--- src/rtl/soc_pm_cfg_sequencer.sv ---
// Pixel-matrix digital-config loader: shifts a 32-bit snapshot out MSB-first on a
// divided serial clock, strobes the chain latch, then updates the applied outputs.
module soc_pm_cfg_sequencer #(
  parameter int CLK_DIV = 2
) (
  input  logic        clk,
  input  logic        rst,
  input  logic        cfg_we,
  input  logic [31:0] cfg_wdata,
  output logic [31:0] cfg_rdata,
  input  logic        start,
  output logic        busy,
  output logic        done,
  output logic        sh_clk,
  output logic        sh_data,
  output logic        sh_load,
  output logic [25:0] res,
  output logic [2:0]  num_bit_sel,
  output logic        lc_mode,
  output logic        limit_enable,
  output logic        sample_mode
);

  // state    | meaning
  // IDLE     | waiting for start
  // SHIFT_LO | sh_clk low, sh_data presents current bit
  // SHIFT_HI | sh_clk high, matrix samples sh_data
  // LATCH    | sh_load strobe for CLK_DIV cycles
  // DONE     | one-cycle completion pulse, applied outputs just updated
  typedef enum logic [2:0] {IDLE, SHIFT_LO, SHIFT_HI, LATCH, DONE} state_t;

  localparam logic [7:0] PH_MAX = 8'(CLK_DIV - 1);

  state_t      state, state_nxt;
  logic [31:0] shadow, shift_reg, applied, out_word;
  logic [7:0]  phase;
  logic [4:0]  bit_cnt;
  logic        phase_end;

  assign phase_end = (phase == PH_MAX);

  always_comb begin
    state_nxt = state;
    case (state)
      IDLE:     if (start) state_nxt = SHIFT_LO;
      SHIFT_LO: if (phase_end) state_nxt = SHIFT_HI;
      SHIFT_HI: if (phase_end) state_nxt = (bit_cnt == 5'd31) ? LATCH : SHIFT_LO;
      LATCH:    if (phase_end) state_nxt = DONE;
      DONE:     state_nxt = IDLE;
      default:  state_nxt = IDLE;
    endcase
  end

  always_comb begin
    busy    = 1'b0;
    done    = 1'b0;
    sh_clk  = 1'b0;
    sh_data = 1'b0;
    sh_load = 1'b0;
    case (state)
      SHIFT_LO: begin
        busy    = 1'b1;
        sh_data = shift_reg[31];
      end
      SHIFT_HI: begin
        busy    = 1'b1;
        sh_clk  = 1'b1;
        sh_data = shift_reg[31];
      end
      LATCH: begin
        busy    = 1'b1;
        sh_load = 1'b1;
      end
      DONE:    done = 1'b1;
      default: ;
    endcase
  end

  always_ff @(posedge clk or posedge rst) begin
    if (rst) begin
      state     <= IDLE;
      shadow    <= '0;
      shift_reg <= '0;
      applied   <= '0;
      out_word  <= '0;
      phase     <= '0;
      bit_cnt   <= '0;
    end else begin
      state <= state_nxt;
      if (cfg_we) shadow <= cfg_wdata;
      phase <= (state_nxt != state || state == IDLE) ? 8'd0 : phase + 8'd1;
      case (state)
        IDLE: if (start) begin
          // same-cycle write goes straight to the chain as well as the shadow
          shift_reg <= cfg_we ? cfg_wdata : shadow;
          applied   <= cfg_we ? cfg_wdata : shadow;
          bit_cnt   <= '0;
        end
        SHIFT_HI: if (phase_end) begin
          shift_reg <= {shift_reg[30:0], 1'b0};
          if (bit_cnt != 5'd31) bit_cnt <= bit_cnt + 5'd1;
        end
        LATCH: if (phase_end) out_word <= applied;
        default: ;
      endcase
    end
  end

  assign cfg_rdata    = shadow;
  assign res          = out_word[25:0];
  assign num_bit_sel  = out_word[28:26];
  assign lc_mode      = out_word[29];
  assign limit_enable = out_word[30];
  assign sample_mode  = out_word[31];

endmodule

--- config.mk ---
export PLATFORM = sky130hd
export DESIGN_NAME = soc_pm_cfg_sequencer
export DESIGN_NICKNAME = d
export VERILOG_FILES = /design/src/rtl/soc_pm_cfg_sequencer.sv
export SDC_FILE = /design/constraint.sdc
export NUM_CORES = 1
export LEC_CHECK = 0
export ABC_AREA = 1
export ABC_CLOCK_PERIOD_IN_PS = 5500
export CORE_MARGIN = 10
export CORE_UTILIZATION = 30
export CTS_CLUSTER_SIZE = 40
export DETAILED_ROUTE_END_ITERATION = 10
export HOLD_SLACK_MARGIN = 0.02
export SLEW_MARGIN = 30
export SYNTH_ARGS = -nofsm -noshare
export SYNTH_HDL_FRONTEND = slang
export SYNTH_SLANG_ARGS = --single-unit
--- constraint.sdc ---
create_clock -name clk -period 5.5 [get_ports clk]
set_input_delay 0.55 -clock clk [delete_from_list [all_inputs] [get_ports clk]]
set_output_delay 0.55 -clock clk [all_outputs]
set_load 0.005 [all_outputs]
Word level (Yosys, flattened, before mapping)

Index checks and enable logic that the tools add are counted.

Register bits: 144
Word-level logic and storage cells: 49
Output and inout bits: 69
Input port bits: 36

Add/subtract/negate cells: 2
Equality and inequality tests: 11
Multiplexer cells: 20
Reduce and logical (&&, ||, !) cells: 9

Operator list:

| operator                                                               | number |
|---|---|
| 32-bit 2-to-1 mux                                                      | 3 |
| 32-bit case mux with 2 select lines                                    | 1 |
| 5-bit 2-to-1 mux                                                       | 3 |
| 3-bit 2-to-1 mux                                                       | 4 |
| 3-bit case mux with 4 select lines                                     | 1 |
| 5-bit case mux with 2 select lines                                     | 1 |
| 8-bit by 1-bit adder with 8-bit output (second input constant)         | 1 |
| 8-bit by 1-bit equality test with 1-bit output (second input constant) | 1 |
| 8-bit 2-to-1 mux                                                       | 1 |
| 3-bit by 2-bit equality test with 1-bit output (second input constant) | 2 |
| 2-bit inequality test (second input constant)                          | 3 |
| 5-bit by 1-bit adder with 5-bit output (second input constant)         | 1 |
| 5-bit equality test (second input constant)                            | 1 |
| 1-bit 2-to-1 mux                                                       | 5 |
| 5-bit inequality test (second input constant)                          | 1 |
| 2-bit AND reduction                                                    | 2 |
| 4-bit AND reduction                                                    | 1 |
| 3-bit by 1-bit equality test with 1-bit output (second input constant) | 1 |
| 3-bit equality test (second input constant)                            | 1 |
| 3-bit logical NOT                                                      | 1 |
| 3-bit inequality test                                                  | 1 |
| 3-bit AND reduction                                                    | 1 |
| 3-bit OR reduction                                                     | 1 |
| 2-bit 2-to-1 mux                                                       | 1 |
| 3 further kinds                                                        | 3 |

Depth between registers and ports, before layout

Gate-level depths: netlist of run 1.

Depth after elaboration: 7
Depth in mapped cells: 10
Depth with buffers taken out: 10

Worst setup path after synthesis of run 1

No wires, ideal clock.

Kind: register to output
From: register state[2]
To: output port sh_data
Path slack: 3.774 ns
Data arrival time: 1.176 ns
Stages on the path, launching flop included: 8
Data required time: 4.950 ns
Path buffers: 2
Cells stage by stage: dfrtp_1 > inv_2 > nand2_2 > nor2_4 > inv_2 > buf_6 > buf_6 > a21boi_0

Word-level cells in the longest chain between the ends: 3
Elaborated cells on any way between the ends: 4
Classes of those cells: eq/ne (2); mux (1); reduce/logical (1)

Ends and longest elaborated chain:

| what                                                                                                                    | RTL line | RTL |
|---|---|---|
| start, declared                                                                                                         | 34       | `state_t state, state_nxt;` |
| start signal, assigned                                                                                                  | 89       | `state <= state_nxt;` |
| 3-bit by 2-bit equality test with 1-bit output / 3-bit by 1-bit equality test with 1-bit output (equally long branches) | 60       | `case (state)` |
| 2-bit OR reduction (no line) (*)                                                                                        | n/a      |  |
| 1-bit 2-to-1 mux (*)                                                                                                    | 60       |  |
| end, declared                                                                                                           | 15       | `output logic sh_data,` |

Every way passes the cells marked *; elsewhere a longest branch is shown, timed or not.

Worst setup path in the final report of run 1

Same ends and word-level chain as after synthesis.

==> results by group, run 1 <==
Run status
  – Status: finished clean

Yosys
  – Share of the synthesized area in compound gates (AO/OA/AOI/OAI): 0.05390
  – Syn Area/Cell: around 8.1 um2
  – Netlist cell types: 25
  – Simple logic cell fraction of the synthesized area: 0.2925
  – Post-synthesis net count: a little over 800
  – Seq cells post-synth: between 100 and 150
  – Combinational family with the most area after synthesis: simple AND/OR/NAND/NOR gates
  – Xor/xnor cell area share of the yosys netlist: 0.005590
  – Multiplexer share of the synthesized area: 0.001797
  – Sequential fraction of the synthesis area: 0.5750
  – Post-Synth Adder-Cell Area: 0.007986
  – Synth Cell Area: 0.006267 mm2
  – Cell count after synthesis: 770
  – YS warnings: 0

Placement
  – PortBufs: around 100
  – Half-perimeter wire length after placement: slightly below 10 mm
  – Post-place setup slack: between 2000 and 2500 ps
  – Total cell area at the placement stage: ~0.0075 mm2
  – Global placement routability congestion: between 0.7 and 0.8

Timing
  – Minimum clock period after layout: 3578 ps
  – Setup TNS after final layout: 0 ps
  – Worst-case setup margin in the final layout: between 1500 and 2000 ps
  – Slew HR: 0.4501
  – Final period utilization: 0.6505
  – Achievable Freq: approximately 280 MHz
  – Setup repair after global routing missed its margin: false
  – Slew @ Worst Pin: 823.0 ps
  – Final hold viol count: 0
  – Worst setup skew after layout: a little under 9 ps
  – Setup violation total in the final timing report: 0
  – Max-slew violation count: 0

CTS
  – Clock latency reported for the late side of the worst-skew pair: 420 ps
  – CTS clock-pin slew for the worst setup and hold paths: 60 ps
  – Hold_buf cts: 0
  – TritonCTS buffer count: 17
  – Post-CTS Resized: 0
  – H-tree lvl count: 4
  – Longest Clk Path Bufs: 2
  – CTS tree: yes
  – Root Buffer: sky130_fd_sc_hd__clkbuf_16
  – Sinks on the clock net: between 100 and 150
  – Post-CTS Setup Repair Bufs: 0

Critical path
  – Slowest Stage Delay on Critical Path: approximately 640 ps
  – Crit. End Element: primary output
  – Req. time, crit path: about 5000 ps
  – Max stage delay cell, worst path: sky130_fd_sc_hd__nor2_4
  – Worst setup path class: register to primary output
  – Crit-path leading delay family: buffers and inverters
  – Worst Setup Start Kind: register
  – Buf+Inv Stages, Crit Path: 3
  – CP Data Arrival Time: between 3000 and 4000 ps
  – Biggest fanout along the worst timing path: 38
  – Cell breakdown of the critical path: inv_2, nand2_2, nor2_4, inv_2, a21boi_0, clkdlybuf4s50_1
  – Cell type with the highest occurrence count on the critical path: sky130_fd_sc_hd__inv_2

Route
  – Aggregate routed wire length: 15.56 mm
  – Average via count per standard cell: roughly 4.4
  – Number of nets with antenna violations after routing: 0
  – Iteration-0 DRC Markers: around 340
  – Per-cell routed wire length: roughly 14 um
  – Number of vias after detailed routing: 5000
  – Remaining routing DRC violations: 0
  – 1st-pass router iterations: 4

Layout
  – Proportion of layout cells with a drive suffix above 1: 0.05645
  – Antenna diodes: 0
  – Number of nets in the finished design: 895
  – Area added between synthesis and finish: 28.61%
  – Post-Layout Inst Area: 0.008060 mm2

Die
  – Die area: around 0.027 mm2
  – Die height: ~160 um
  – Core Footprint: roughly 0.020 mm2
  – Initial core utilization: 0.3078
  – I/O Pins: roughly 110
  – Number of placement rows: 52
  – Die width: 164.5 um

GRT
  – Number of antenna violations at the first check in global routing: 0
  – First-pass GRT wire length: between 20 and 30 mm
  – Global-route total usage across every layer: 0.1173
  – Via count of the first global-routing pass: a little under 5000
  – Total congestion overflow: 0
  – Pin count of the biggest net entering global routing: ~100

Power and ir drop
  – Power per unit of standard cell area: 300.5 mW/mm2
  – Leakage power figure: roughly 4.1 nW
  – Maximum ir drop on the vdd rail: around 0.21 mV
  – Total power after layout: around 2.4 mW

Flow run
  – Max-cap violation count: 0

Worst hold path
  – Worst hold path type: register to register
## cell usage in the layout, fill, tap and decap left out, drive strengths merged
cell type	instances
clkinvlp	1
clkdlybuf4s50	103
xor2	2
nor2	23
a21boi	1
dfrtp	144
mux2	1
inv	49
clkbuf	22
o211ai	1
buf	3
xnor2	2
nand4	4
o21bai	1
o21ai	63
clkinv	6
nor3	2
ha	4
bufinv	3
nand2	386
nand3	47
## where the power goes
| group | switching [mW] | internal, mW |
|---|---|---|
| combinational | 0.0812 | 0.0738 |
| sequential | 0.0102 | 1.08 |
| clock | 0.440 | 0.735 |
| total | 0.532 | 1.89 |
## area by class of cell
type	count	area (um2)
Clock buffer	22	464.2
Tap cell	270	337.8
Fill cell	2029	12300
Timing Repair Buffer	106	1054
Sequential cell	144	3603
Inverter	49	191.4
Multi-Input combinational cell	537	2275
Clock inverter	10	135.1
## worst register-to-register path, stage by stage (launching register included)
cell	delay, ps
sky130_fd_sc_hd__dfrtp_1	380
sky130_fd_sc_hd__inv_2	90
sky130_fd_sc_hd__nand2_2	90
sky130_fd_sc_hd__nor2_4	640
sky130_fd_sc_hd__nand3_2	730
sky130_fd_sc_hd__nand2_2	770
sky130_fd_sc_hd__nand2_1	110
sky130_fd_sc_hd__nand2_1	100
## logic make-up (layout without fill, tap and decap cells)
logic type | count (synthesis) | in the layout
simple gates | 462 | 462
flops | 144 | 144
buf+inv | 89 | 187
mux | 1 | 1
compound gates | 66 | 66
xor+xnor | 4 | 4
fa+ha+maj | 4 | 4
## path summary, 6_finish.rpt
path / start / end / slack (ps) / depth (start not counted)
min in group asynchronous: rst / cfg_rdata[28] / 650 / 2
worst max register to register: state[2] / shift_reg[14] / 2520 / 7
worst min register to register: applied[28] / out_word[28] / 470 / 2
max in group asynchronous: rst / cfg_rdata[8] / 3800 / 3
worst max-delay path: state[2] / sh_data / 1920 / 6
worst min-delay path: applied[28] / out_word[28] / 470 / 2
## through the flow
step,hold slack [ps],std cells,utilization
after floorplan,448.3,770,-
after global placement,459.7,1106,0.3660
after detailed placement,464.8,1106,0.3661
after CTS,474.6,1138,0.3956
after global routing,490.0,1138,0.3958
final,471.5,1138,0.3958
## synth_stat cells
cell type,n,share of area
sky130_fd_sc_hd__nand2_1,384,0.23
sky130_fd_sc_hd__dfrtp_1,144,0.57
sky130_fd_sc_hd__o21ai_0,63,0.050
sky130_fd_sc_hd__nand3_1,46,0.037
sky130_fd_sc_hd__inv_1,43,0.026
sky130_fd_sc_hd__nor2_1,20,0.012
sky130_fd_sc_hd__buf_2,17,0.014
sky130_fd_sc_hd__clkbuf_1,13,0.0078
sky130_fd_sc_hd__buf_4,7,0.0084
sky130_fd_sc_hd__inv_2,6,0.0036
sky130_fd_sc_hd__ha_1,4,0.0080
sky130_fd_sc_hd__nand4_1,4,0.0040
sky130_fd_sc_hd__buf_6,2,0.0036
sky130_fd_sc_hd__nand2_2,2,0.0020
sky130_fd_sc_hd__nor2_4,2,0.0036
sky130_fd_sc_hd__nor3_1,2,0.0016
sky130_fd_sc_hd__xnor2_1,2,0.0028
sky130_fd_sc_hd__xor2_1,2,0.0028
sky130_fd_sc_hd__a21boi_0,1,0.0012
sky130_fd_sc_hd__buf_1,1,0.00060
sky130_fd_sc_hd__mux2_2,1,0.0018
sky130_fd_sc_hd__nand3_2,1,0.0016
sky130_fd_sc_hd__nor2_2,1,0.0010
sky130_fd_sc_hd__o211ai_1,1,0.0012
sky130_fd_sc_hd__o21bai_1,1,0.0012
## per-layer routing
metal	track usage	wire, um
met1	0.1499	7325
met4	0.04267	162
met5	0	0
met3	0.03435	894
met2	0.1847	7177
Note: power is estimated with default switching activity, not from simulation.
==> inputs of run 2 (changes only) <==
--- a/config.mk
+++ b/config.mk
@@ -6,7 +6,7 @@
 export NUM_CORES = 1
 export LEC_CHECK = 0
 export ABC_AREA = 1
-export ABC_CLOCK_PERIOD_IN_PS = 5500
+export ABC_CLOCK_PERIOD_IN_PS = 3500
 export CORE_MARGIN = 10
 export CORE_UTILIZATION = 30
 export CTS_CLUSTER_SIZE = 40
==> constraint.sdc (replaced) <==
create_clock -name clk -period 3.5 [get_ports clk]
set_input_delay 0.35 -clock clk [delete_from_list [all_inputs] [get_ports clk]]
set_output_delay 0.35 -clock clk [all_outputs]
set_load 0.005 [all_outputs]
==> results by group, run 2 (synthesized netlist as in run 1, its figures left out) <==
GRT
  – Pin count of the biggest net entering global routing: 84 (was 103)
  – Number of antenna violations at the first check in global routing: 0 (unchanged)
  – Total congestion overflow: 0 (unchanged)
  – Via count of the first global-routing pass: 5131 (was 4863)
  – Global-route total usage across every layer: 0.1216 (was 0.1173)
  – First-pass GRT wire length: 26.37 mm (was 25.39 mm)

Die
  – Die width: 164.5 um (unchanged)
  – Die height: 164.5 um (unchanged)
  – Core Footprint: 0.02036 mm2 (unchanged)
  – Number of placement rows: 52 (unchanged)
  – I/O Pins: 105 (unchanged)
  – Die area: 0.02707 mm2 (unchanged)
  – Initial core utilization: 0.3078 (unchanged)

Layout
  – Antenna diodes: 0 (unchanged)
  – Most common cell after layout, fill and taps aside: sky130_fd_sc_hd__nand2_1 (unchanged)
  – Number of nets in the finished design: 901 (was 895)
  – Area added between synthesis and finish: 29.07% (was 28.61%)
  – Most used cells in the layout excluding fill and tap cells: sky130_fd_sc_hd__nand2_1, sky130_fd_sc_hd__dfrtp_1, sky130_fd_sc_hd__clkdlybuf4s50_1 (unchanged)
  – Proportion of layout cells with a drive suffix above 1: 0.06522 (was 0.05645)

Power and ir drop
  – Internal power contribution: 2.817 mW (was 1.890 mW)
  – Combinational share of power: 0.066 (was 0.064)
  – Power per unit of standard cell area: 464.6 mW/mm2 (was 300.5 mW/mm2)
  – Net switching power figure: 941.2 uW (was 531.8 uW)
  – Sequential share of power: 0.456 (was 0.451)
  – Leakage power figure: 4.145 nW (was 4.137 nW)
  – Switch share: 0.2504 (was 0.2195)
  – Clock group share of total power: 0.478 (was 0.485)
  – Maximum ir drop on the vdd rail: 0.2903 mV (was 0.2099 mV)

Run status
  – Status: finished clean (unchanged)

Critical path
  – Worst Setup Start Kind: register (unchanged)
  – Reg2reg path depth: 6 (was 7)
  – Req. time, crit path: 3150 ps (was 4950 ps)
  – Biggest fanout along the worst timing path: 15 (was 38)
  – Crit. End Element: primary output (unchanged)
  – CP Data Arrival Time: 2300 ps (was 3030 ps)
  – Internal reg-to-reg setup slack: 1310 ps (was 2520 ps)
  – Capture point of the worst reg-to-reg path: shift_reg[19] (was shift_reg[14])
  – Worst reg2reg path startpoint: state[0] (was state[2])
  – Worst setup path class: register to primary output (unchanged)

Placement
  – Half-perimeter wire length after placement: 10.31 mm (was 9.949 mm)
  – PortBufs: 104 (unchanged)
  – Global placement routability congestion: 0.7408 (was 0.7864)

Timing
  – Final hold viol count: 0 (unchanged)
  – Achievable Freq: between 300 and 400 MHz
  – Minimum clock period after layout: around 2600 ps
  – Slew HR: 0.4576 (was 0.4501)
  – Final Hold Slack: 287.9 ps (was 471.5 ps)
  – Final period utilization: 0.7564
  – Setup TNS after final layout: 0 ps (unchanged)
  – Slew @ Worst Pin: 811.7 ps (was 823.0 ps)
  – Setup repair after global routing missed its margin: false (unchanged)
  – Worst setup skew after layout: 8.987 ps (was 8.767 ps)
  – Setup violation total in the final timing report: 0 (unchanged)
  – Max-slew violation count: 0 (unchanged)

CTS
  – Sinks on the clock net: 144 (unchanged)
  – H-tree lvl count: 4 (unchanged)
  – Post-CTS Resized: 0 (unchanged)
  – CTS clock-pin slew for the worst setup and hold paths: 70 ps (was 60 ps)
  – CTS tree: yes (unchanged)
  – Longest Clk Path Bufs: 2 (unchanged)
  – Clock latency reported for the late side of the worst-skew pair: 440 ps (was 420 ps)
  – TritonCTS buffer count: 17 (unchanged)
  – Post-CTS Setup Repair Bufs: 0 (unchanged)
  – Root Buffer: sky130_fd_sc_hd__clkbuf_16 (unchanged)
  – Hold_buf cts: 0 (unchanged)

Route
  – Number of nets with antenna violations after routing: 0 (unchanged)
  – Remaining routing DRC violations: 0 (unchanged)
  – Iteration-0 DRC Markers: 372 (was 336)
  – Number of vias after detailed routing: 4944 (was 5000)
  – Per-cell routed wire length: 13.88 um (was 13.67 um)
  – Aggregate routed wire length: 15.88 mm (was 15.56 mm)
  – 1st-pass router iterations: 5 (was 4)
  – Average via count per standard cell: 4.322 (was 4.394)

Worst hold path
  – Worst hold path type: input port to async pin (was register to register)

Flow run
  – Max-cap violation count: 0 (unchanged)
-- run 2: per-stage QoR --
stage | utilization | power [mW] | std cells | instance area (um2) | setup WS [ps]
floorplan | - | 1.846 | 770 | 6271 | 1345
global placement | 0.3688 | 1.999 | 1112 | 7510 | 1050
detailed placement | 0.3688 | 1.999 | 1112 | 7510 | 1027
CTS | 0.3971 | 3.801 | 1144 | 8087 | 858.0
global route | 0.3972 | 3.904 | 1144 | 8089 | 687.3
finish | 0.3972 | 3.758 | 1144 | 8089 | 852.6
-- run 2: worst max-delay path, cell delays in order, from the launching register on --
cell and delay [ps]:
sky130_fd_sc_hd__dfrtp_1 390, sky130_fd_sc_hd__inv_2 80, sky130_fd_sc_hd__nand2_2 80, sky130_fd_sc_hd__nor2_4 320, sky130_fd_sc_hd__inv_2 60, sky130_fd_sc_hd__a21boi_0 340, sky130_fd_sc_hd__clkdlybuf4s50_1 580
-- run 2: worst max-delay path by stage --
stage,end,depth (start not counted),startpoint,slack (ps)
global placement,shift_reg[5],6,start,1050
detailed placement,shift_reg[19],6,start,1030
CTS,sh_data,6,state[2],860
finish,sh_data,6,state[2],850
global route,sh_data,6,state[2],690
floorplan,applied[0],1,rst,1340
-- run 2: routing by layer --
layer  wire (um)  track usage  vias to the layer above
li1            -            -                     2562
met2        7366       0.1986                      101
met3         833      0.03610                       13
met5           0            0                        -
met1        7490       0.1508                     2268
met4         189      0.04026                        0
-- run 2: power groups by stage --
stage | Combinational [mW] | Clock [mW] | Sequential (mW)
after floorplan | 0.0971 | 0 | 1.75
after global placement | 0.255 | 0 | 1.74
after detailed placement | 0.254 | 0 | 1.74
after CTS | 0.256 | 1.83 | 1.71
after global routing | 0.279 | 1.91 | 1.72
final | 0.246 | 1.80 | 1.71
-- run 2: layout make-up --
cell class / count / area (um2)
Clock buffer: 17 / 425.4
Sequential cell: 144 / 3603
Tap cell: 270 / 337.8
Fill cell: 2044 / 12280
Inverter: 49 / 187.7
Clock inverter: 15 / 151.4
Timing Repair Buffer: 112 / 1111
Multi-Input combinational cell: 537 / 2272
==> inputs of run 3 (changes only) <==
--- a/config.mk
+++ b/config.mk
@@ -6,7 +6,7 @@
 export NUM_CORES = 1
 export LEC_CHECK = 0
 export ABC_AREA = 1
-export ABC_CLOCK_PERIOD_IN_PS = 3500
+export ABC_CLOCK_PERIOD_IN_PS = 2600
 export CORE_MARGIN = 10
 export CORE_UTILIZATION = 30
 export CTS_CLUSTER_SIZE = 40
==> constraint.sdc (replaced) <==
create_clock -name clk -period 2.6 [get_ports clk]
set_input_delay 0.26 -clock clk [delete_from_list [all_inputs] [get_ports clk]]
set_output_delay 0.26 -clock clk [all_outputs]
set_load 0.005 [all_outputs]
==> results by group, run 3 (synthesized netlist as in run 1, its figures left out) <==
Run status
  – Status: finished clean (unchanged)

GRT
  – Number of antenna violations at the first check in global routing: 0 (unchanged)
  – First-pass GRT wire length: 26.01 mm (was 26.37 mm)
  – Via count of the first global-routing pass: 4933 (was 5131)
  – Pin count of the biggest net entering global routing: 41 (was 84)
  – Total congestion overflow: 0 (unchanged)
  – Global-route total usage across every layer: 0.1206 (was 0.1216)

Critical path
  – Crit-path leading delay family: buffers and inverters (unchanged)
  – Buf+Inv Stages, Crit Path: 3 (unchanged)
  – Slowest Stage Delay on Critical Path: 550 ps (was 580 ps)
  – Max stage delay cell, worst path: sky130_fd_sc_hd__clkdlybuf4s50_1 (unchanged)
  – Cell breakdown of the critical path: inv_2, nand2_2, nor2_4, buf_4, clkdlybuf4s50_1 (was inv_2, nand2_2, nor2_4, inv_2, a21boi_0, clkdlybuf4s50_1)
  – Worst setup path class: register to primary output (unchanged)
  – Crit. End Element: primary output (unchanged)
  – Reg2reg path depth: 5 (was 6)
  – Req. time, crit path: 2340 ps (was 3150 ps)
  – Worst Setup Start Kind: register (unchanged)
  – CP Data Arrival Time: 1890 ps (was 2300 ps)
  – Biggest fanout along the worst timing path: 17 (was 15)
  – Stages on the worst setup path: 5 (was 6)

Placement
  – Post-place setup slack: 498.2 ps (was 1027 ps)
  – Total cell area at the placement stage: 0.007625 mm2 (was 0.007510 mm2)
  – Half-perimeter wire length after placement: 10.89 mm (was 10.31 mm)
  – # placed instances: 1124 (was 1112)
  – PortBufs: 104 (unchanged)
  – Global placement routability congestion: 0.7670 (was 0.7408)

Timing
  – Worst-case setup margin in the final layout: 452.3 ps (was 852.6 ps)
  – Slew HR: 0.5552 (was 0.4576)
  – Setup TNS after final layout: 0 ps (unchanged)
  – Worst setup skew after layout: 9.187 ps (was 8.987 ps)
  – Final period utilization: 0.8260
  – Slew @ Worst Pin: 664.3 ps (was 811.7 ps)
  – Achievable Freq: roughly 470 MHz
  – Setup violation total in the final timing report: 0 (unchanged)
  – Minimum clock period after layout: 2148 ps
  – Setup repair after global routing missed its margin: false (unchanged)
  – Max-slew violation count: 0 (unchanged)
  – Final hold viol count: 0 (unchanged)

Die
  – Initial core utilization: 0.3078 (unchanged)
  – Die height: 164.5 um (unchanged)
  – I/O Pins: 105 (unchanged)
  – Number of placement rows: 52 (unchanged)
  – Die width: 164.5 um (unchanged)
  – Die area: 0.02707 mm2 (unchanged)
  – Core Footprint: 0.02036 mm2 (unchanged)

Power and ir drop
  – Power per unit of standard cell area: 619.6 mW/mm2 (was 464.6 mW/mm2)
  – Maximum ir drop on the vdd rail: 0.4016 mV (was 0.2903 mV)
  – Leakage power figure: 4.223 nW (was 4.145 nW)

Route
  – Iteration-0 DRC Markers: 349 (was 372)
  – Per-cell routed wire length: 13.82 um (was 13.88 um)
  – Remaining routing DRC violations: 0 (unchanged)
  – Number of vias after detailed routing: 5038 (was 4944)
  – Number of nets with antenna violations after routing: 0 (unchanged)
  – Average via count per standard cell: 4.358 (was 4.322)
  – Aggregate routed wire length: 15.98 mm (was 15.88 mm)
  – 1st-pass router iterations: 6 (was 5)

Layout
  – Post-Layout Inst Area: 0.008220 mm2 (was 0.008089 mm2)
  – Non-filler instance count after layout: 1156 (was 1144)
  – Area added between synthesis and finish: 31.16% (was 29.07%)
  – Most used cells in the layout excluding fill and tap cells: sky130_fd_sc_hd__nand2_1, sky130_fd_sc_hd__dfrtp_1, sky130_fd_sc_hd__clkdlybuf4s50_1 (unchanged)
  – Most common cell after layout, fill and taps aside: sky130_fd_sc_hd__nand2_1 (unchanged)
  – # fillers: 2083 (was 2044)
  – Number of nets in the finished design: 913 (was 901)
  – Proportion of layout cells with a drive suffix above 1: 0.07675 (was 0.06522)
  – Antenna diodes: 0 (unchanged)
  – Post-route core utilization: 0.4037 (was 0.3972)

CTS
  – TritonCTS buffer count: 17 (unchanged)
  – Root Buffer: sky130_fd_sc_hd__clkbuf_16 (unchanged)
  – Hold_buf cts: 0 (unchanged)
  – Post-CTS Resized: 0 (unchanged)
  – H-tree lvl count: 4 (unchanged)
  – CTS clock-pin slew for the worst setup and hold paths: 60 ps (was 70 ps)
  – CTS tree: yes (unchanged)
  – Longest Clk Path Bufs: 2 (unchanged)
  – Post-CTS Setup Repair Bufs: 0 (unchanged)
  – Sinks on the clock net: 144 (unchanged)
  – Clock latency reported for the late side of the worst-skew pair: 420 ps (was 440 ps)

Flow run
  – Max-cap violation count: 0 (unchanged)

Worst hold path
  – Worst hold path type: input port to async pin (unchanged)
## run 3: per-stage QoR
step / hold WS, ps / power, mW
after floorplan: 427.9 / 2.485
after global placement: 459.3 / 2.694
after detailed placement: 461.8 / 2.695
after CTS: 213.3 / 5.168
after global routing: 231.0 / 5.320
final: 205.6 / 5.093
## run 3: area by class of cell
| type | count | area [um2] | share of cell area |
|---|---|---|---|
| timing repair buffer | 124 | 1224 | 0.1489 |
| clock inverter | 14 | 156.4 | 0.01903 |
| inverter | 49 | 187.7 | 0.02283 |
| clock buffer | 18 | 439.2 | 0.05342 |
| sequential | 144 | 3603 | 0.4384 |
| tap | 270 | 337.8 | 0.04110 |
| multi-input combinational | 537 | 2272 | 0.2764 |
## run 3: power breakdown
part | internal [mW] | total [mW] | switching, mW
registers | 2.29 | 2.31 | 0.0219
clock network | 1.45 | 2.45 | 0.998
logic | 0.167 | 0.336 | 0.169
## run 3: final timing paths
check                           start       endpoint  slack [ps]
max                          state[2]         sh_clk         450
min                               rst  cfg_rdata[28]         210
max reg2reg                  state[1]  shift_reg[20]         640
min reg2reg                applied[8]    out_word[8]         470
max in group asynchronous         rst    out_word[5]        1640
min in group clk               cfg_we  cfg_rdata[17]         450
## run 3: worst register-to-register path, cell delays in order, from the launching register on
cell and delay (ps):
sky130_fd_sc_hd__dfrtp_1 410, sky130_fd_sc_hd__nor2_1 200, sky130_fd_sc_hd__nand3_2 400, sky130_fd_sc_hd__nand2_2 660, sky130_fd_sc_hd__nand2_1 120, sky130_fd_sc_hd__nand2_1 100
## run 3: metal layers
layer,track usage,up-vias,share of wire
li1,-,2591,-
met1,0.1593,2334,0.48
met2,0.1856,101,0.45
met3,0.03834,12,0.060
met4,0.03502,0,0.0081
met5,0,-,0
==> edit 1 (settings of run 2) <==
The 5 states of `state_t` get a one-hot encoding in 5 bits.
--- a/src/rtl/soc_pm_cfg_sequencer.sv
+++ b/src/rtl/soc_pm_cfg_sequencer.sv
@@ -27,7 +27,7 @@
   // SHIFT_HI | sh_clk high, matrix samples sh_data
   // LATCH    | sh_load strobe for CLK_DIV cycles
   // DONE     | one-cycle completion pulse, applied outputs just updated
-  typedef enum logic [2:0] {IDLE, SHIFT_LO, SHIFT_HI, LATCH, DONE} state_t;
+  typedef enum logic [4:0] {IDLE = 5'b00001, SHIFT_LO = 5'b00010, SHIFT_HI = 5'b00100, LATCH = 5'b01000, DONE = 5'b10000} state_t;
 
   localparam logic [7:0] PH_MAX = 8'(CLK_DIV - 1);
 
Function: no difference found for any inputs over 10 cycles, from zero or initial values and one cycle with rst high; not proved beyond that.
==> edit 1 against run 2 <==
  * Synthesized area grew 1.8%
  * Design area rose by 2.5%
  * Sequential cell count grew 2
  * Wire length decreased by 0.15%
  * Sequential share of layout area down 0.45 points
  * Setup slack got worse by 0.10 ns
Power is not compared: it rests on default switching activity, and its combinational part moved more than twofold at a synthesized area within 25%.
==> edit 1: results (changes against run 2) <==
| Metric | Value |
|---|---|
| Status | finished, final reports clean (unchanged) |
| Peak supply drop | 0.000355 V |
| CTS max path bufs | 2 (unchanged) |
| NumNets Final | 902 (was 901) |
| Post-synth top cells | nand2_1 (376), dfrtp_1 (145), o21ai_0 (65) (was nand2_1 (384), dfrtp_1 (144), o21ai_0 (63)) |
| First-iteration detailed-routing DRC count | 298 (was 372) |
| Area of the multi-input gates | 2310 um2 (was 2270 um2) |
| Yosys warns | 0 (unchanged) |
| Lkg Pwr | about 4.2 nW |
| Post-synthesis xor/xnor area fraction | 0.00823 (was 0.00559) |
| Max FO, Critical Path | 21 (was 15) |
| Total number of vias | 5000 (was 4944) |
| Layout cells sized above 1 | 0.0698 (was 0.0652) |
| Reg clk slew, reported paths | 0.06 ns |
| Fin. max-slew vios | 0 (unchanged) |
| Drt total wl | 15.9 mm (about the same) |
| Compound-Gate Fraction of Synth Area | 0.0537 (was 0.0539) |
| First-pass GRT wire length | 26.6 mm (was 26.4 mm) |
| Multiplexer share of the synthesized area | 0.00333 (was 0.00180) |
| Main synth FF type | dfrtp_1 (unchanged) |
| Initial antenna violation count | 0 (unchanged) |
| Gate Count Post-Synth | 770 (unchanged) |
| Relative slew slack | 0.436 (was 0.458) |
| Post-Synth Adder-Cell Area | 0.00784 (was 0.00799) |
| Largest net degree at the start of global routing | 76 (was 84) |
| Htree depth | 4 (unchanged) |
| Vias per cell | 4.35 (was 4.32) |
| Placer Congestion | 0.763 (was 0.741) |
| Placed Area | 7630 um2 (was 7510 um2) |
| Synth area leaders | dfrtp_1 (57%), nand2_1 (22%), o21ai_0 (5.1%), nand3_1 (3.3%), inv_1 (2.7%) (was dfrtp_1 (57%), nand2_1 (23%), o21ai_0 (5.0%), nand3_1 (3.7%), inv_1 (2.6%)) |
| DP Cell Count | 1118 (was 1112) |
| Number of fillers in the final layout | 2127 (was 2044) |
| CTS-repair resized insts | 0 (unchanged) |
| Post-Route Skew | 0.00848 ns (was 0.00899 ns) |
| Place WS | 1.12 ns (was 1.03 ns) |
| Clk_lat worst skew | 0.42 ns (was 0.44 ns) |
| Worst hold-check path type | in -> async (unchanged) |
| Post-synthesis cell type count | 28 (was 25) |
| 1st-pass router iterations | 5 (unchanged) |
| Ys async rst share | 1.00 (unchanged) |
| Dpl hpwl | 10.4 mm (was 10.3 mm) |
| Sequential area share after synthesis | 0.573 (was 0.575) |
| Cts bufs inserted | 17 (unchanged) |
| Hold Worst Slack | 0.398 ns (was 0.288 ns) |
| Number of global-route vias before repair | 4912 (was 5131) |
| Worst setup margin | 0.748 ns (was 0.853 ns) |
| Worst EP arrival | 2.40 ns (was 2.30 ns) |
| IO Port Bufs | 104 (unchanged) |
| Clock Tree Root | clkbuf_16 (unchanged) |
| Total Routing Usage GR | 0.117 (was 0.122) |
| Postcts setup bufs | 0 (unchanged) |
| R2r setup slk | 1.17 ns (was 1.31 ns) |
| Antenna diodes | 0 (unchanged) |
| Syn_nets | 810 (unchanged) |
[edit 1: worst paths after layout]
| check | start | endpoint | cells after the start |
|---|---|---|---|
| setup / recovery | state[1]$_DFF_PP0_ | busy | 4 |
| hold reg to reg | applied[19]$_DFFE_PP0P_ | out_word[19]$_DFFE_PP0P_ | 2 |
| max in group asynchronous | rst | cfg_rdata[6]$_DFF_PP0_ | 3 |
| min in group clk | applied[19]$_DFFE_PP0P_ | out_word[19]$_DFFE_PP0P_ | 2 |
| hold / removal | rst | cfg_rdata[31]$_DFF_PP0_ | 2 |
| setup reg to reg | state[1]$_DFF_PP0_ | out_word[7]$_DFFE_PP0P_ | 5 |
[edit 1: cell type report]
type	instances	share of cell area
inverter	51	0.0236
multi-input combinational	534	0.279
clock buffer	19	0.0546
clock inverter	12	0.0248
sequential	146	0.441
tap	275	0.0415
timing repair buffer	112	0.136
[edit 1: per-layer routing]
metal | routed length (um) | up-vias | global-route usage
li1 | - | 2570 | -
met1 | 7470 | 2318 | 0.151
met2 | 7340 | 104 | 0.185
met3 | 887 | 8 | 0.0324
met4 | 164 | 0 | 0.0358
met5 | 0 | - | 0
[edit 1: report_power, final]
group	switching [mW]	total (mW)	internal [mW]
Clock	0.723	2.03	1.30
Combinational	0.623	0.984	0.361
Sequential	0.202	2.27	2.07
Total	1.55	5.28	3.73
[edit 1: critical path, stage by stage (launching register included)]
cell,delay [ns]
dfrtp_1,0.42
nor2_4,0.15
nand4_2,0.53
nand3_2,0.33
clkdlybuf4s50_1,0.56
==> edit 2 (config.mk and constraints of run 2) <==
Without the edit above. Make the reset (`rst`) synchronous in one clocked block.
--- a/src/rtl/soc_pm_cfg_sequencer.sv
+++ b/src/rtl/soc_pm_cfg_sequencer.sv
@@ -76,7 +76,7 @@
     endcase
   end
 
-  always_ff @(posedge clk or posedge rst) begin
+  always_ff @(posedge clk) begin
     if (rst) begin
       state     <= IDLE;
       shadow    <= '0;
Check against the original RTL: differs if rst is asserted again (counterexample within 4 cycles, from zero or initial values and one cycle with rst high); with rst held inactive, the same outputs for 10 cycles.
==> edit 2 against run 2 <==
  * Setup slack gained 0.49 ns
  * Wire length shrank 6.6%
  * Design area shrank 9.2%
  * Synthesized area shrank 10%
  * Register-to-register slack gained 0.03 ns
  * Sequential cell count is the same
  * Power grew 3.9%
  * Core utilization shrank 0.21 points
  * Synthesized cell count shrank 2.1%
  * First-iteration DRC count shrank 27%
  * Highest routed layer unchanged
  * Largest power group is now registers
  * Clock skew is essentially flat
==> edit 2: results (changes against run 2) <==
| Metric | Value |
|---|---|
| Synth area leaders | dfxtp_1 (51%), o21ai_0 (9.3%), nand2_1 (8.5%), nor2_1 (7.9%), a21oi_1 (4.7%) (was dfrtp_1 (57%), nand2_1 (23%), o21ai_0 (5.0%), nand3_1 (3.7%), inv_1 (2.6%)) |
| Peak supply drop | 0.000389 V (was 0.000290 V) |
| Reg2reg start | phase[0]$_SDFF_PP0_ (was state[0]$_DFF_PP0_) |
| R2r setup slk | 1.34 ns (was 1.31 ns) |
| Main synth FF type | dfxtp_1 (was dfrtp_1) |
| 1st-pass router iterations | 4 (was 5) |
| Placed Area | 6780 um2 (was 7510 um2) |
| Clk_buf instances | 18 (was 17) |
| Mean routed wirelength per cell | 13.7 um (was 13.9 um) |
| Sequential Power Share | 0.459 (was 0.456) |
| Vias per cell | 4.51 (was 4.32) |
| Combinational power | 0.391 mW (was 0.246 mW) |
| Largest net degree at the start of global routing | 63 (was 84) |
| Metal2 WL | 6.62 mm (was 7.37 mm) |
| Slowest CP cell | nand2_2 (was clkdlybuf4s50_1) |
| Post-synthesis xor/xnor area fraction | 0.00934 (was 0.00559) |
| Compound-Gate Fraction of Synth Area | 0.164 (was 0.0539) |
| Total Routing Usage GR | 0.120 (was 0.122) |
| Syn_nets | 794 (was 810) |
| Inverters | 71 (was 49) |
| Status | finished, final reports clean (unchanged) |
| Multi-input combinational area share | 0.306 (was 0.281) |
| Post-Route Skew | 0.00941 ns (was 0.00899 ns) |
| Placer Congestion | 0.745 (was 0.741) |
| Layout cells sized above 1 | 0.0611 (was 0.0652) |
| Post-synth top cells | dfxtp_1 (144), nand2_1 (127), nor2_1 (118) (was nand2_1 (384), dfrtp_1 (144), o21ai_0 (63)) |
| Non-Filler Instances | 1085 (was 1144) |
| Gate Count Post-Synth | 754 (was 770) |
| Multiplexer share of the synthesized area | 0 (was 0.00180) |
| Dpl hpwl | 10.2 mm (was 10.3 mm) |
| Number of fillers in the final layout | 1891 (was 2044) |
| Number of global-route vias before repair | 4458 (was 5131) |
| Nonclk buf count | 111 (was 112) |
| Area of the multi-input gates | 2250 um2 (was 2270 um2) |
| Multi-input logic cell count | 493 (was 537) |
| Post-synthesis cell type count | 24 (was 25) |
[edit 2: cell types whose count changed after synthesis, moves of 42 or more]
cell | before | now
dfrtp_1 | 144 | 0
dfxtp_1 | 0 | 144
a21oi_1 | 0 | 53
o21ai_0 | 63 | 105
nor2_1 | 20 | 118
nand2_1 | 384 | 127
[edit 2: how the worst min path moves through the flow]
stage / startpoint / end / slack, ns / cells after the start
CTS: applied[2]$_SDFFE_PP0P_ / out_word[2]$_SDFFE_PP0P_ / 0.44 / 2
finish: applied[11]$_SDFFE_PP0P_ / out_word[11]$_SDFFE_PP0P_ / 0.44 / 2
floorplan: applied[10]$_SDFFE_PP0P_ / out_word[10]$_SDFFE_PP0P_ / 0.41 / 2
detailed placement: applied[2]$_SDFFE_PP0P_ / out_word[2]$_SDFFE_PP0P_ / 0.42 / 2
global placement: applied[11]$_SDFFE_PP0P_ / out_word[11]$_SDFFE_PP0P_ / 0.42 / 2
global route: applied[24]$_SDFFE_PP0P_ / applied[24]$_SDFFE_PP0P_ / 0.47 / 2
